File: src/rtl/kbd_pkg.sv
// kbd_pkg
//   Shared constants and types for the PS/2 scan-code history block:
//   prefix byte values, decoder state encoding and the history entry format.
package kbd_pkg;

  localparam logic [7:0] BREAK_CODE = 8'hF0;
  localparam logic [7:0] EXT_CODE   = 8'hE0;

  typedef enum logic [1:0] {
    ST_IDLE    = 2'd0,
    ST_BRK     = 2'd1,
    ST_EXT     = 2'd2,
    ST_EXT_BRK = 2'd3
  } dec_state_t;

  typedef struct packed {
    logic       valid;
    logic       ext;
    logic [7:0] code;
  } hist_entry_t;

endpackage

File: src/rtl/digit_scanner.sv
// digit_scanner
//   Refresh timer and digit selector for a time-multiplexed display.
//   Each digit slot lasts REFRESH_DIV clocks; digit_idx then advances modulo
//   NUM_DIGITS. seg_en is the active-low one-cold enable for the digit
//   selected by digit_idx, registered so it lines up with display data that
//   the parent registers from the same digit_idx.
// Ports
//   clk        in   system clock
//   rst        in   synchronous active-high reset
//   digit_idx  out  index of the digit currently being selected
//   seg_en     out  active-low one-cold digit enable (lags digit_idx by 1)
module digit_scanner #(
  parameter int NUM_DIGITS  = 4,
  parameter int REFRESH_DIV = 131072,
  localparam int IDX_W = (NUM_DIGITS  > 1) ? $clog2(NUM_DIGITS)  : 1,
  localparam int CNT_W = (REFRESH_DIV > 1) ? $clog2(REFRESH_DIV) : 1
) (
  input  logic                  clk,
  input  logic                  rst,
  output logic [IDX_W-1:0]      digit_idx,
  output logic [NUM_DIGITS-1:0] seg_en
);

  localparam logic [CNT_W-1:0] CNT_LAST = CNT_W'(REFRESH_DIV - 1);
  localparam logic [IDX_W-1:0] IDX_LAST = IDX_W'(NUM_DIGITS - 1);

  logic [CNT_W-1:0] refresh_cnt;

  always_ff @(posedge clk) begin
    if (rst) begin
      refresh_cnt <= '0;
      digit_idx   <= '0;
      seg_en      <= ~NUM_DIGITS'(1);
    end else begin
      if (refresh_cnt == CNT_LAST) begin
        refresh_cnt <= '0;
        digit_idx   <= (digit_idx == IDX_LAST) ? '0 : digit_idx + 1'b1;
      end else begin
        refresh_cnt <= refresh_cnt + 1'b1;
      end
      // Registered from the current index so it changes on the same edge as
      // the display data sampled from that index.
      seg_en <= ~(NUM_DIGITS'(1) << digit_idx);
    end
  end

endmodule

File: src/rtl/scan_code_history.sv
// scan_code_history
//   PS/2 scan-code history and display scanner. Decodes make / break (F0) /
//   extended (E0) sequences from received bytes, pushes completed codes into
//   a NUM_DIGITS-deep history (newest in entry 0) and multiplexes the history
//   onto the display one digit at a time.
//
//   state      | meaning
//   -----------+-----------------------------------------------
//   ST_IDLE    | no prefix pending
//   ST_BRK     | F0 seen, next plain byte is a release
//   ST_EXT     | E0 seen, next plain byte is an extended make
//   ST_EXT_BRK | E0 F0 seen, next plain byte is an extended release
//
// Ports
//   clk              in   system clock
//   rst              in   synchronous active-high reset
//   valid_code       in   strobe, scan_code_in valid this cycle
//   scan_code_in     in   received PS/2 byte
//   clear            in   synchronous flush of history and decoder
//   code_to_display  out  code of the enabled digit (00 when empty)
//   ext_to_display   out  enabled digit's code had an E0 prefix
//   digit_valid      out  enabled digit holds a captured code
//   seg_en           out  active-low one-cold digit enable
//   code_pushed      out  one-cycle pulse when an entry is written
//   fill_level       out  valid entries, saturating at NUM_DIGITS
module scan_code_history
  import kbd_pkg::*;
#(
  parameter int NUM_DIGITS   = 4,
  parameter int REFRESH_DIV  = 131072,
  parameter int CAPTURE_MODE = 1,
  localparam int IDX_W  = (NUM_DIGITS > 1) ? $clog2(NUM_DIGITS) : 1,
  localparam int FILL_W = $clog2(NUM_DIGITS + 1)
) (
  input  logic                  clk,
  input  logic                  rst,
  input  logic                  valid_code,
  input  logic [7:0]            scan_code_in,
  input  logic                  clear,
  output logic [7:0]            code_to_display,
  output logic                  ext_to_display,
  output logic                  digit_valid,
  output logic [NUM_DIGITS-1:0] seg_en,
  output logic                  code_pushed,
  output logic [FILL_W-1:0]     fill_level
);

  localparam logic CAP_BREAK = (CAPTURE_MODE != 0);
  localparam logic [FILL_W-1:0] FILL_MAX = FILL_W'(NUM_DIGITS);

  dec_state_t  state, state_nxt;
  logic        push, push_ext;
  hist_entry_t hist [NUM_DIGITS];
  logic [IDX_W-1:0] digit_idx;

  digit_scanner #(
    .NUM_DIGITS  (NUM_DIGITS),
    .REFRESH_DIV (REFRESH_DIV)
  ) u_scanner (
    .clk       (clk),
    .rst       (rst),
    .digit_idx (digit_idx),
    .seg_en    (seg_en)
  );

  // Prefix bytes never complete a code; a stray E0 after F0 resyncs to EXT,
  // repeated prefixes are absorbed.
  always_comb begin
    state_nxt = state;
    push      = 1'b0;
    push_ext  = 1'b0;
    if (valid_code) begin
      unique case (state)
        ST_IDLE: begin
          if (scan_code_in == BREAK_CODE)    state_nxt = ST_BRK;
          else if (scan_code_in == EXT_CODE) state_nxt = ST_EXT;
          else                               push      = !CAP_BREAK;
        end
        ST_BRK: begin
          if (scan_code_in == BREAK_CODE)    state_nxt = ST_BRK;
          else if (scan_code_in == EXT_CODE) state_nxt = ST_EXT;
          else begin
            push      = CAP_BREAK;
            state_nxt = ST_IDLE;
          end
        end
        ST_EXT: begin
          if (scan_code_in == BREAK_CODE)    state_nxt = ST_EXT_BRK;
          else if (scan_code_in == EXT_CODE) state_nxt = ST_EXT;
          else begin
            push      = !CAP_BREAK;
            push_ext  = 1'b1;
            state_nxt = ST_IDLE;
          end
        end
        ST_EXT_BRK: begin
          if (scan_code_in == BREAK_CODE || scan_code_in == EXT_CODE) begin
            state_nxt = ST_EXT_BRK;
          end else begin
            push      = CAP_BREAK;
            push_ext  = 1'b1;
            state_nxt = ST_IDLE;
          end
        end
        default: state_nxt = ST_IDLE;
      endcase
    end
  end

  always_ff @(posedge clk) begin
    if (rst) begin
      state           <= ST_IDLE;
      fill_level      <= '0;
      code_pushed     <= 1'b0;
      code_to_display <= 8'h00;
      ext_to_display  <= 1'b0;
      digit_valid     <= 1'b0;
      for (int i = 0; i < NUM_DIGITS; i++) hist[i] <= '0;
    end else begin
      // Display samples the pre-edge buffer; empty entries are all-zero so
      // the code reads 00 without extra muxing.
      code_to_display <= hist[digit_idx].code;
      ext_to_display  <= hist[digit_idx].ext;
      digit_valid     <= hist[digit_idx].valid;

      if (clear) begin
        state       <= ST_IDLE;
        fill_level  <= '0;
        code_pushed <= 1'b0;
        for (int i = 0; i < NUM_DIGITS; i++) hist[i] <= '0;
      end else begin
        state       <= state_nxt;
        code_pushed <= push;
        if (push) begin
          for (int i = NUM_DIGITS - 1; i > 0; i--) hist[i] <= hist[i-1];
          hist[0] <= '{valid: 1'b1, ext: push_ext, code: scan_code_in};
          if (fill_level != FILL_MAX) fill_level <= fill_level + 1'b1;
        end
      end
    end
  end

endmodule

File: config.mk
export PLATFORM = sky130hd
export DESIGN_NAME = scan_code_history
export DESIGN_NICKNAME = d
export VERILOG_FILES = /design/src/rtl/kbd_pkg.sv /design/src/rtl/digit_scanner.sv /design/src/rtl/scan_code_history.sv
export SDC_FILE = /design/constraint.sdc
export NUM_CORES = 1
export LEC_CHECK = 0
export CORE_MARGIN = 10
export CORE_UTILIZATION = 57
export CTS_CLUSTER_SIZE = 20
export DETAILED_ROUTE_END_ITERATION = 16
export PLACE_DENSITY = 0.84
export SYNTH_ARGS = -nofsm -noshare
export SYNTH_HDL_FRONTEND = slang
export SYNTH_HIERARCHICAL = 1
export SYNTH_SLANG_ARGS = --single-unit
File: constraint.sdc
create_clock -name clk -period 2.5 [get_ports clk]
set_input_delay 0.625 -clock clk [delete_from_list [all_inputs] [get_ports clk]]
set_output_delay 0.625 -clock clk [all_outputs]
set_load 0.005 [all_outputs]
**Yosys cells after proc, flatten, opt, wreduce, memory -nomap -nowiden**

Memory sizes are Yosys's and may differ from the RTL's. A register that Yosys moved wholly into a read port is not among the register bits.
Index checks and enable logic that the tools add are counted.

- Register bits after elaboration: 29
- Bits in writable memories: 40
- Input port bits: 12
- Output and inout bits: 18
- Logic and storage cells: 68
- Memories: 1

- Add/subtract/negate cells: 3
- Eq/ne operators: 9
- Shifts and indexed selects: 1
- Muxes and demuxes: 32
- Bitwise gates (word level): 9
- Reduce and logical (&&, ||, !) cells: 7

Memory list:

| name | words | bits a word | rd ports | clocked after Yosys merged registers in | write ports | line | text |
|---|---|---|---|---|---|---|---|
| hist | 4 | 10 | 4 | 1 | 4 | scan_code_history.sv:53 | `hist_entry_t hist [NUM_DIGITS];` |

Operators by type and width:

| operator | number |
|---|---|
| $mux W10 | 8 |
| $add A17 B1 Y17 const B | 1 |
| $eq A17 B17 Y1 const B | 1 |
| $eq A8 B8 Y1 const B | 2 |
| $mux W1 | 14 |
| $mux W2 | 7 |
| $or A1 B1 Y1 | 8 |
| $pmux W2 S4 | 1 |
| $eq A2 B2 Y1 const B | 3 |
| $ne A3 B3 Y1 const B | 2 |
| $reduce_or A2 Y1 | 3 |
| $not A4 Y4 | 1 |
| $reduce_and A2 Y1 | 2 |
| $shl A1 B2 Y4 const A | 1 |
| $add A3 B1 Y3 const B | 1 |
| $pmux W1 S3 | 1 |
| $add A2 B1 Y2 const B | 1 |
| $eq A2 B1 Y1 const B | 1 |
| $logic_not A2 Y1 | 1 |
| $pmux W1 S2 | 1 |
| $logic_or A1 B1 Y1 | 1 |

**Logic depth before layout (Yosys ltp)**

Gate-level depths: netlist of run 1.

- Depth in word-level cells: 10
- Depth in mapped cells: 9
- Depth with buffers taken out: 7

**By module**

The synthesis of run 1 kept the hierarchy.

Modules (own cells, without submodules):

| module | instances | cells an instance | area an instance (um^2) | seq. area each (um^2) |
|---|---|---|---|---|
| scan_code_history | 1 | 181 | 2393.5 | 1421.4 |
| digit_scanner | 1 | 106 | 965.9 | 460.4 |

**Worst setup path before layout of run 1**

OpenSTA, ideal clock, no wires.

- Kind: flip-flop to flip-flop
- Start point: register u_scanner.refresh_cnt[0]
- End point: register u_scanner.refresh_cnt[10]
- Library setup time: 0.128 ns
- Data arrival time: 1.973 ns
- Data required time: 2.372 ns
- Slack: 0.400 ns
- Stages on the path, launching flop included: 10
- Path buffers: 2
- Clock period less this slack: 2.100 ns
- Cells stage by stage: dfxtp_1 -> ha_1 -> nand4_1 -> nor2_1 -> and3_1 -> ha_1 -> or2_2 -> clkbuf_1 -> clkbuf_1 -> nor2_1

- Cells in the longest elaborated chain, start to end: 2
- Elaborated cells between the ends (all ways): 3
- Classes of those cells: add/sub: 1; eq/ne: 1; reduce/logical: 1

Ends and longest elaborated chain:

| item | line | text |
|---|---|---|
| start, declared | digit_scanner.sv:27 | `logic [CNT_W-1:0] refresh_cnt;` |
| start signal, assigned | digit_scanner.sv:39 | `refresh_cnt <= refresh_cnt + 1'b1;` |
| parallel branches: the longest is 2 deep, another holds $add A17 B1 Y17 | -- |  |

Parallel ways; which one is timed is not known.
A chain may end at the register's enable or synchronous reset.

==> results of run 1 <==
-- logic make-up (layout without fill, tap and decap cells) --
family	count (synthesis)	count (layout)
multiplexers	24	24
AO/OA/AOI/OAI	13	13
XOR/XNOR	13	13
buffers and inverters	21	61
flip-flops	79	79
AND/OR/NAND/NOR	129	129
adder cells (fa/ha/maj)	8	8
-- layer usage --
layer,up-vias,share of wire
met2,52,0.48
met3,10,0.060
met5,-,0
met1,1053,0.44
met4,0,0.019
li1,1061,-
-- flip-flops by register name (all words and copies together), names as in the netlist --
name,flops
state,2
u_scanner/digit_idx,2
u_scanner/refresh_cnt,17
u_scanner/seg_en,4
hist,40
code_pushed,1
digit_valid,1
fill_level,3
code_to_display,8
ext_to_display,1
-- worst max-delay path by stage --
stage                        startpoint                         to  slack [ns]  cells after the start
2_1_floorplan  u_scanner/refresh_cnt[0]  u_scanner/refresh_cnt[10]        0.40                      9
3_3_place_gp                        rst                 hist[0][8]        0.06                      4
3_5_place_dp                      clear                 hist[3][3]     -0.0002                      4
4_1_cts                             rst                 hist[2][7]        0.34                      4
5_1_grt                           clear                 hist[2][3]        0.22                      4
6_report                          clear                 hist[0][7]        0.36                      4
-- cell usage in the layout, fill, tap and decap left out, drive strengths merged, types with 6 or more instances in the layout --
cell / Yosys / layout
nor2: 24 / 24
xnor2: 9 / 9
nand3: 7 / 7
dfxtp: 49 / 49
mux2i: 14 / 14
nand4: 6 / 6
mux4: 10 / 10
nand2: 32 / 32
clkbuf: 7 / 14
ha: 8 / 8
inv: 8 / 8
nor2b: 11 / 11
buf: 6 / 8
edfxtp: 30 / 30
and3: 6 / 6
clkdlybuf4s50: 0 / 29
and2: 26 / 26
-- metrics by stage --
stage,power [uW],std cells
2_1_floorplan,1450,287
3_3_place_gp,1500,383
3_5_place_dp,1510,383
4_1_cts,2530,399
5_1_grt,2600,399
6_report,2520,399
-- worst register-to-register path, stage by stage, from the launching register on --
cell and delay, ns:
sky130_fd_sc_hd__dfxtp_1 0.39, sky130_fd_sc_hd__ha_1 0.22, sky130_fd_sc_hd__nand4_1 0.25, sky130_fd_sc_hd__nor2_1 0.23, sky130_fd_sc_hd__and3_1 0.18, sky130_fd_sc_hd__ha_1 0.21
sky130_fd_sc_hd__or2_2 0.33, sky130_fd_sc_hd__nor2_1 0.10
-- final cells by class --
class                   instances  area [sq um]  area share
clock buffers                  14           185      0.0469
multi-input cells             187          1370       0.348
inverters                       8          30.0     0.00761
well taps                      72          90.1      0.0228
clock inverters                 2          35.0     0.00888
repair buffers                 37           350      0.0888
flip-flops and latches         79          1880       0.477
-- power groups by stage --
stage               Clock (uW)  Combinational, uW  Sequential [uW]
floorplan                    0               47.2             1400
global placement             0               96.6             1410
detailed placement           0               98.8             1410
CTS                       1050               99.1             1380
global route              1110                108             1380
finish                    1040               98.0             1380
==> impl_summary.txt, run 1 <==
----------------------------------------------------
[Pwr]
  Proportion of total power due to net switching ... 0.210
  Reg power frac ... 0.547
  Power spent charging and discharging nets ... 528 uW
  Max VDD drop ... 0.000381 V
  Static leakage ... 0.00141 uW
  Power per cell area ... 639 nW/um^2
  Internal power of the cells ... 1990 uW
  Share of power burned in the clock network ... 0.414
  Share of power burned in combinational logic ... 0.039

[Detailed routing]
  Final wirelength ... 6670 um
  Mean number of vias per cell ... 5.45
  Post-DR wirelength/cell ... 16.7 um
  Remaining antenna violation count after routing ... 0
  Number of remaining DRC errors ... 0
  Starting DRC count in detailed routing ... 122
  Overall via count from detail_route ... 2176
  First-pass DRT Iterations ... 4

[Clocking]
  Worst-case clock buffer depth ... 2
  CTS tree ... done
  Master cell of the clock root buffer ... sky130_fd_sc_hd__clkbuf_8
  Number of levels in the clock H-tree ... 3
  Clock edge transition at the registers on the reported setup and hold paths ... 0.08 ns
  CTS Sinks ... 79
  Clock latency of the later-clocked register in the worst-skew pair ... 0.36 ns
  Resize count post-CTS ... 0
  Postcts setup bufs ... 0
  Hold buffer count at cts ... 0
  Number of buffers added by the clock tree synthesis step ... 9

[STA]
  Number of max-slew violations in the final report ... 0
  Worst max-slew margin expressed relative to the limit ... 0.453
  Worst Max-Slew Pin Slew ... 0.818 ns
  Period minus WS final ... 2.14 ns
  Skew final ... 0.00823 ns
  Final worst hold slack ... 0.488 ns
  Final number of setup-violating endpoints ... 0
  Setup slack after layout ... 0.363 ns
  Total count of hold-check failures in the final report ... 0
  Max Clk Rate ... 468 MHz
  Summed negative setup slack over all endpoints ... 0 ns
  RSZ-0062 raised after global routing ... no
  Share of the clock period used by the worst path after layout ... 0.855

[Global routing]
  Pin count of the biggest net entering global routing ... 27
  Number of global-route vias before repair ... 2142
  Number of antenna violations at the first check in global routing ... 0
  Gr ovfl total ... 0
  GRT Overall Usage ... 0.146
  Met2 layer usage reported by global route ... 0.236
  Met1 usage ... 0.172
  Gr busiest metal ... met2
  Met3 demand-to-capacity share in global routing ... 0.0433
  Wire length of the first global-routing pass ... 11100 um

[Logic synthesis]
  Fraction of the mapped netlist area in simple logic gates ... 0.203
  Ys async rst share ... 0
  Synthesized area ... 3360 sq um
  Top-area cell type share of the netlist area ... 0.292
  Net count after synthesis ... 307
  Commonest register cell after synthesis ... sky130_fd_sc_hd__dfxtp_1
  Count of different cell masters after synthesis ... 39
  Synthesized area divided by synthesized cell count ... 11.7 sq um
  Number of synthesis warnings ... 6
  Share of synthesized area spent on multiplexers ... 0.109
  Post-synthesis xor/xnor area fraction ... 0.0339
  Commonest cells post-synth ... 49 x sky130_fd_sc_hd__dfxtp_1, 32 x sky130_fd_sc_hd__nand2_1, 30 x sky130_fd_sc_hd__edfxtp_1
  Most frequent cell after synthesis ... sky130_fd_sc_hd__dfxtp_1
  Number of flip-flops and latches in the synthesized netlist ... 79
  Number of flops mapped to enable cells by yosys ... 30
  Cell accounting for the most synthesized area ... sky130_fd_sc_hd__dfxtp_1
  Synth Area in Adders ... 0.0298
  Sequential cell area fraction in the yosys report ... 0.560
  Largest family of logic cells by synthesized area ... simple AND/OR/NAND/NOR gates
  Synth top area cells ... sky130_fd_sc_hd__dfxtp_1 29%, sky130_fd_sc_hd__edfxtp_1 27%, sky130_fd_sc_hd__mux4_2 6.7%, sky130_fd_sc_hd__and2_1 4.8%, sky130_fd_sc_hd__mux2i_1 4.2%
  Synth Area in Compound Gates ... 0.0324
  Post-synthesis instance total ... 287

[Hold path]
  Worst hold endpoint ... hist[1][8]
  Kind of path behind the tightest hold check ... flip-flop to flip-flop
  Launch point of the worst hold path ... hist[1][8]
  Depth of the worst hold-timing path ... 2

[Worst setup path]
  Required time at the endpoint of the critical path ... 2.72 ns
  Maximum single-stage delay on the critical path ... 0.72 ns
  Setup CP Type ... input pin to flip-flop
  Buffering stage count on the worst path with inverters included ... 1
  Reg-to-Reg End ... u_scanner/refresh_cnt[10]
  Critical path cell sequence ... clkdlybuf4s50_1, or2_1, a211oi_4, and2_1
  Kind of end point of the critical path ... flip-flop
  Top fanout value on the critical path ... 26
  Length in cells of the worst reg-to-reg path ... 7
  Cell with the biggest individual delay on the critical path ... sky130_fd_sc_hd__a211oi_4
  Crit path DAT ... 2.35 ns
  Beginning of the worst register-to-register path ... u_scanner/refresh_cnt[0]
  Top delay family on crit path ... compound AO/OA/AOI/OAI gates
  Category of the worst setup path launch point ... input pin
  FF-to-FF setup slack ... 0.47 ns

[Placed design]
  HPWL after DPL ... 4410 um
  Final weighted congestion in routability-driven placement ... 0.746
  Standard cell area after detailed placement ... 3720 sq um
  Worst setup timing slack at the placement stage ... -0.000212 ns
  Count of buffers inserted at the top-level ports ... 29

[Floorplan]
  Floorplan die area ... 9360 sq um
  IO Pins ... 30
  CORE AREA ... 5610 sq um
  Starting density of the core ... 0.599
  Height of the die ... 96.8 um
  Number of rows in the core area ... 27
  Horizontal extent of the die ... 96.8 um

[Cells and area]
  Net count of the finished layout ... 342
  Number of fill cells ... 409
  Finished Cell Area ... 3950 sq um
  Layout overhead on the synthesized area ... 17.4%
  Fraction of final layout cells sized beyond drive strength 1 ... 0.116
  Antenna diode instance count ... 0
  Finished Core Util ... 0.703

[Flow run]
  Max capacitance violation total ... 0

[Outcome]
  Status ... completed

----------------------------------------------------
(Power assumes the default switching activity.)
==> run 2, diff against run 1 <==
SKIP_LAST_GASP = 1   (was not set)
==> results of run 2 <==
Same layout as run 1: the final DEF is identical, and so are final timing and power.
==> RTL edit, RTL diff (settings of run 2) <==
`NUM_DIGITS` is set to 4 in 2 places; all go to 8.
--- a/src/rtl/digit_scanner.sv
+++ b/src/rtl/digit_scanner.sv
@@ -10,7 +10,7 @@
 //   digit_idx  out  index of the digit currently being selected
 //   seg_en     out  active-low one-cold digit enable (lags digit_idx by 1)
 module digit_scanner #(
-  parameter int NUM_DIGITS  = 4,
+  parameter int NUM_DIGITS  = 8,
   parameter int REFRESH_DIV = 131072,
   localparam int IDX_W = (NUM_DIGITS  > 1) ? $clog2(NUM_DIGITS)  : 1,
   localparam int CNT_W = (REFRESH_DIV > 1) ? $clog2(REFRESH_DIV) : 1
--- a/src/rtl/scan_code_history.sv
+++ b/src/rtl/scan_code_history.sv
@@ -26,7 +26,7 @@
 module scan_code_history
   import kbd_pkg::*;
 #(
-  parameter int NUM_DIGITS   = 4,
+  parameter int NUM_DIGITS   = 8,
   parameter int REFRESH_DIV  = 131072,
   parameter int CAPTURE_MODE = 1,
   localparam int IDX_W  = (NUM_DIGITS > 1) ? $clog2(NUM_DIGITS) : 1,
Ports: changed (resized fill_level and seg_en); port bits go from 30 to 35. The function was not compared with the original's and may differ.
==> RTL edit against run 2 <==
  * Sequential power rose by 59%
  * Routed wire length rose by 63%
  * Sequential cell count rose by 46
  * Synthesized area rose by 58%
  * Core utilization fell by 0.23 points
  * First-iteration DRC count rose by 96%
  * Design area rose by 63%
  * Power rose by 83%
  * Combinational power rose by 31%
  * Global-route usage rose by 2.6 points
  * Via count rose by 67%
  * Maximum frequency fell by 1.8%
  * Register-to-register slack barely moved
  * Worst setup slack got worse by 0.040 ns
  * Largest cell class unchanged
==> RTL edit: results (changes against run 2) <==
CTS:
- The clock slew seen by the registers of the worst setup and hold paths was 0.06 ns (was 0.08 ns).
- The number of buffers added by the clock tree synthesis step is 17 (was 9).
- The clock latency reported for the late side of the worst-skew pair is 0.52 ns (was 0.36 ns).
- The deepest level of the CTS H-tree is 4 (was 3).
- The number of gates resized after CTS is 0 (unchanged).

Logic synthesis:
- The synthesized netlist net count is 476 (was 307).
- The sequential cell area fraction in the yosys report was 56.5% (was 56.0%).
- Dominant cells by area after synthesis: dfxtp_1, edfxtp_1, mux4_2 (unchanged).
- The number of library cell types mapped by synthesis is 44 (was 39).
- The per-instance average area after synthesis is 11.7 sq um (about the same).
- Commonest cells post-synth: dfxtp_1, nand2_1, edfxtp_1, a21oi_1, and2_4 (was dfxtp_1, nand2_1, edfxtp_1, and2_1, nor2_1).

GRT:
- The maximum number of pins on one net before global-route repair was 47 (was 27).
- The via count of the first global-routing pass was 3,655 (was 2,142).
- The initial antenna violation count came to 0 (unchanged).
- The global router's overall resource usage is 17.2% (was 14.6%).

Pwr:
- The largest voltage drop on the vdd net is 637 uV (was 381 uV).
- The leakage power of the design is 2.33 nW (was 1.41 nW).

Drt:
- The number of vias after detailed routing was 3,634 (was 2,176).
- The detailed-route wire length is 10,900 um (was 6670 um).
- The starting DRC count in detailed routing is 239 (was 122).
- The first-pass iteration count of the detailed router is 5 (was 4).

Timing:
- The final clock skew is 0.00673 ns (was 0.00823 ns).
- The measured slew at the worst slew-check pin is 0.856 ns (was 0.818 ns).
- The ratio of final minimum period to clock period came to 87.1% (was 85.5%).

Setup path:
- The endpoint of the lowest-slack register-to-register path is u_scanner/refresh_cnt[14]$_SDFF_PP0_ (was u_scanner/refresh_cnt[10]$_SDFF_PP0_).
- The arrival time at the worst endpoint came to 2.44 ns (was 2.35 ns).
- The worst setup path startpoint is scan_code_in[1] (was clear).
- The capture point of the critical path is hist[5][2]$_SDFFCE_PP0P_ (was hist[0][7]$_SDFFCE_PN0P_).
- The maximum fanout encountered on the critical timing path is 46 (was 26).

Place:
- The cell count after placement is 589 (was 383).
- The detailed placer's ending HPWL came to 6840 um (was 4410 um).
- The final RePlAce weighted congestion came to 0.796 (was 0.746).
- The worst setup slack before clock tree synthesis was -0.186 ns (was -0.000212 ns).

Status:
- Status: completed (unchanged).

Layout:
- The proportion of layout cells with a drive suffix above 1 is 21.6% (was 11.6%).
- The number of nets in the layout is 519 (was 342).
- Largest regs: hist x80, u_scanner/refresh_cnt x17 (was hist x40, u_scanner/refresh_cnt x17, code_to_display x8).
## RTL edit: changes by cell type after synthesis, moves of 12 or more
cell / run 2 / this run
edfxtp_1: 30 / 50
dfxtp_1: 49 / 75
a21oi_1: 3 / 42
and2_1: 26 / 14
nand2_1: 32 / 74
and2_4: 0 / 34
## RTL edit: routing by layer
metal | GRT usage [%] | up-vias | part of all wire, %
li1 | - | 1707 | -
met1 | 20.3 | 1778 | 42
met2 | 28.4 | 131 | 50
met3 | 5.39 | 18 | 7.4
met4 | 7.33 | 0 | 1.4
met5 | 0 | - | 0
## RTL edit: area by class of cell
type / count / area [sq um]
multi-input cells: 294 / 2130
inverters: 9 / 33.8
clock buffers: 23 / 520
flip-flops and latches: 125 / 3000
clock inverters: 9 / 52.6
repair buffers: 50 / 536
fillers: 606 / 2740
well taps: 111 / 139
## RTL edit: cells by family (layout without fill, tap and decap cells)
kind of cell	Yosys count	count (layout)	share of synthesized area, %
flops	125	125	56.5
compound gates	71	71	7.98
xor+xnor	4	4	0.659
buf+inv	35	91	3.44
fa+ha+maj	10	10	2.35
simple gates	184	184	19.7
mux	25	25	9.41
## RTL edit: how the worst min path moves through the flow
stage / cells past startpoint / slack [ns] / startpoint / endpoint
after detailed placement: 2 / 0.45 / hist[7][3]$_SDFFE_PP0P_ / hist[7][3]$_SDFFE_PP0P_
after global routing: 2 / 0.48 / hist[7][2]$_SDFFE_PP0P_ / hist[7][2]$_SDFFE_PP0P_
final: 2 / 0.46 / hist[7][3]$_SDFFE_PP0P_ / hist[7][3]$_SDFFE_PP0P_
after CTS: 2 / 0.46 / hist[7][3]$_SDFFE_PP0P_ / hist[7][3]$_SDFFE_PP0P_
after floorplan: 2 / 0.43 / hist[7][0]$_SDFFE_PP0P_ / hist[7][0]$_SDFFE_PP0P_
after global placement: 2 / 0.44 / hist[7][6]$_SDFFE_PP0P_ / hist[7][6]$_SDFFE_PP0P_
## RTL edit: metrics by stage
stage                     setup TNS [ns]  instance area, sq um  util (%)
final                                  0                  6420      70.1
after detailed placement          -11.67                  5840      63.9
after global placement             -9.47                  5840      63.9
after floorplan                        0                  5320         -
after global routing                   0                  6420      70.1
after CTS                              0                  6420      70.1
## RTL edit: worst max-delay path, stage by stage
cell and delay, ns:
clkdlybuf4s50_1 0.41, or4_4 0.53, or2_4 0.26, and3_1 0.21, buf_12 0.18, and2_1 0.19
## RTL edit: where the power goes
| part | switching, mW | internal [mW] |
|---|---|---|
| Clock | 0.867 | 1.44 |
| Sequential | 0.0286 | 2.16 |
| Combinational | 0.0638 | 0.0637 |
| Total | 0.959 | 3.66 |
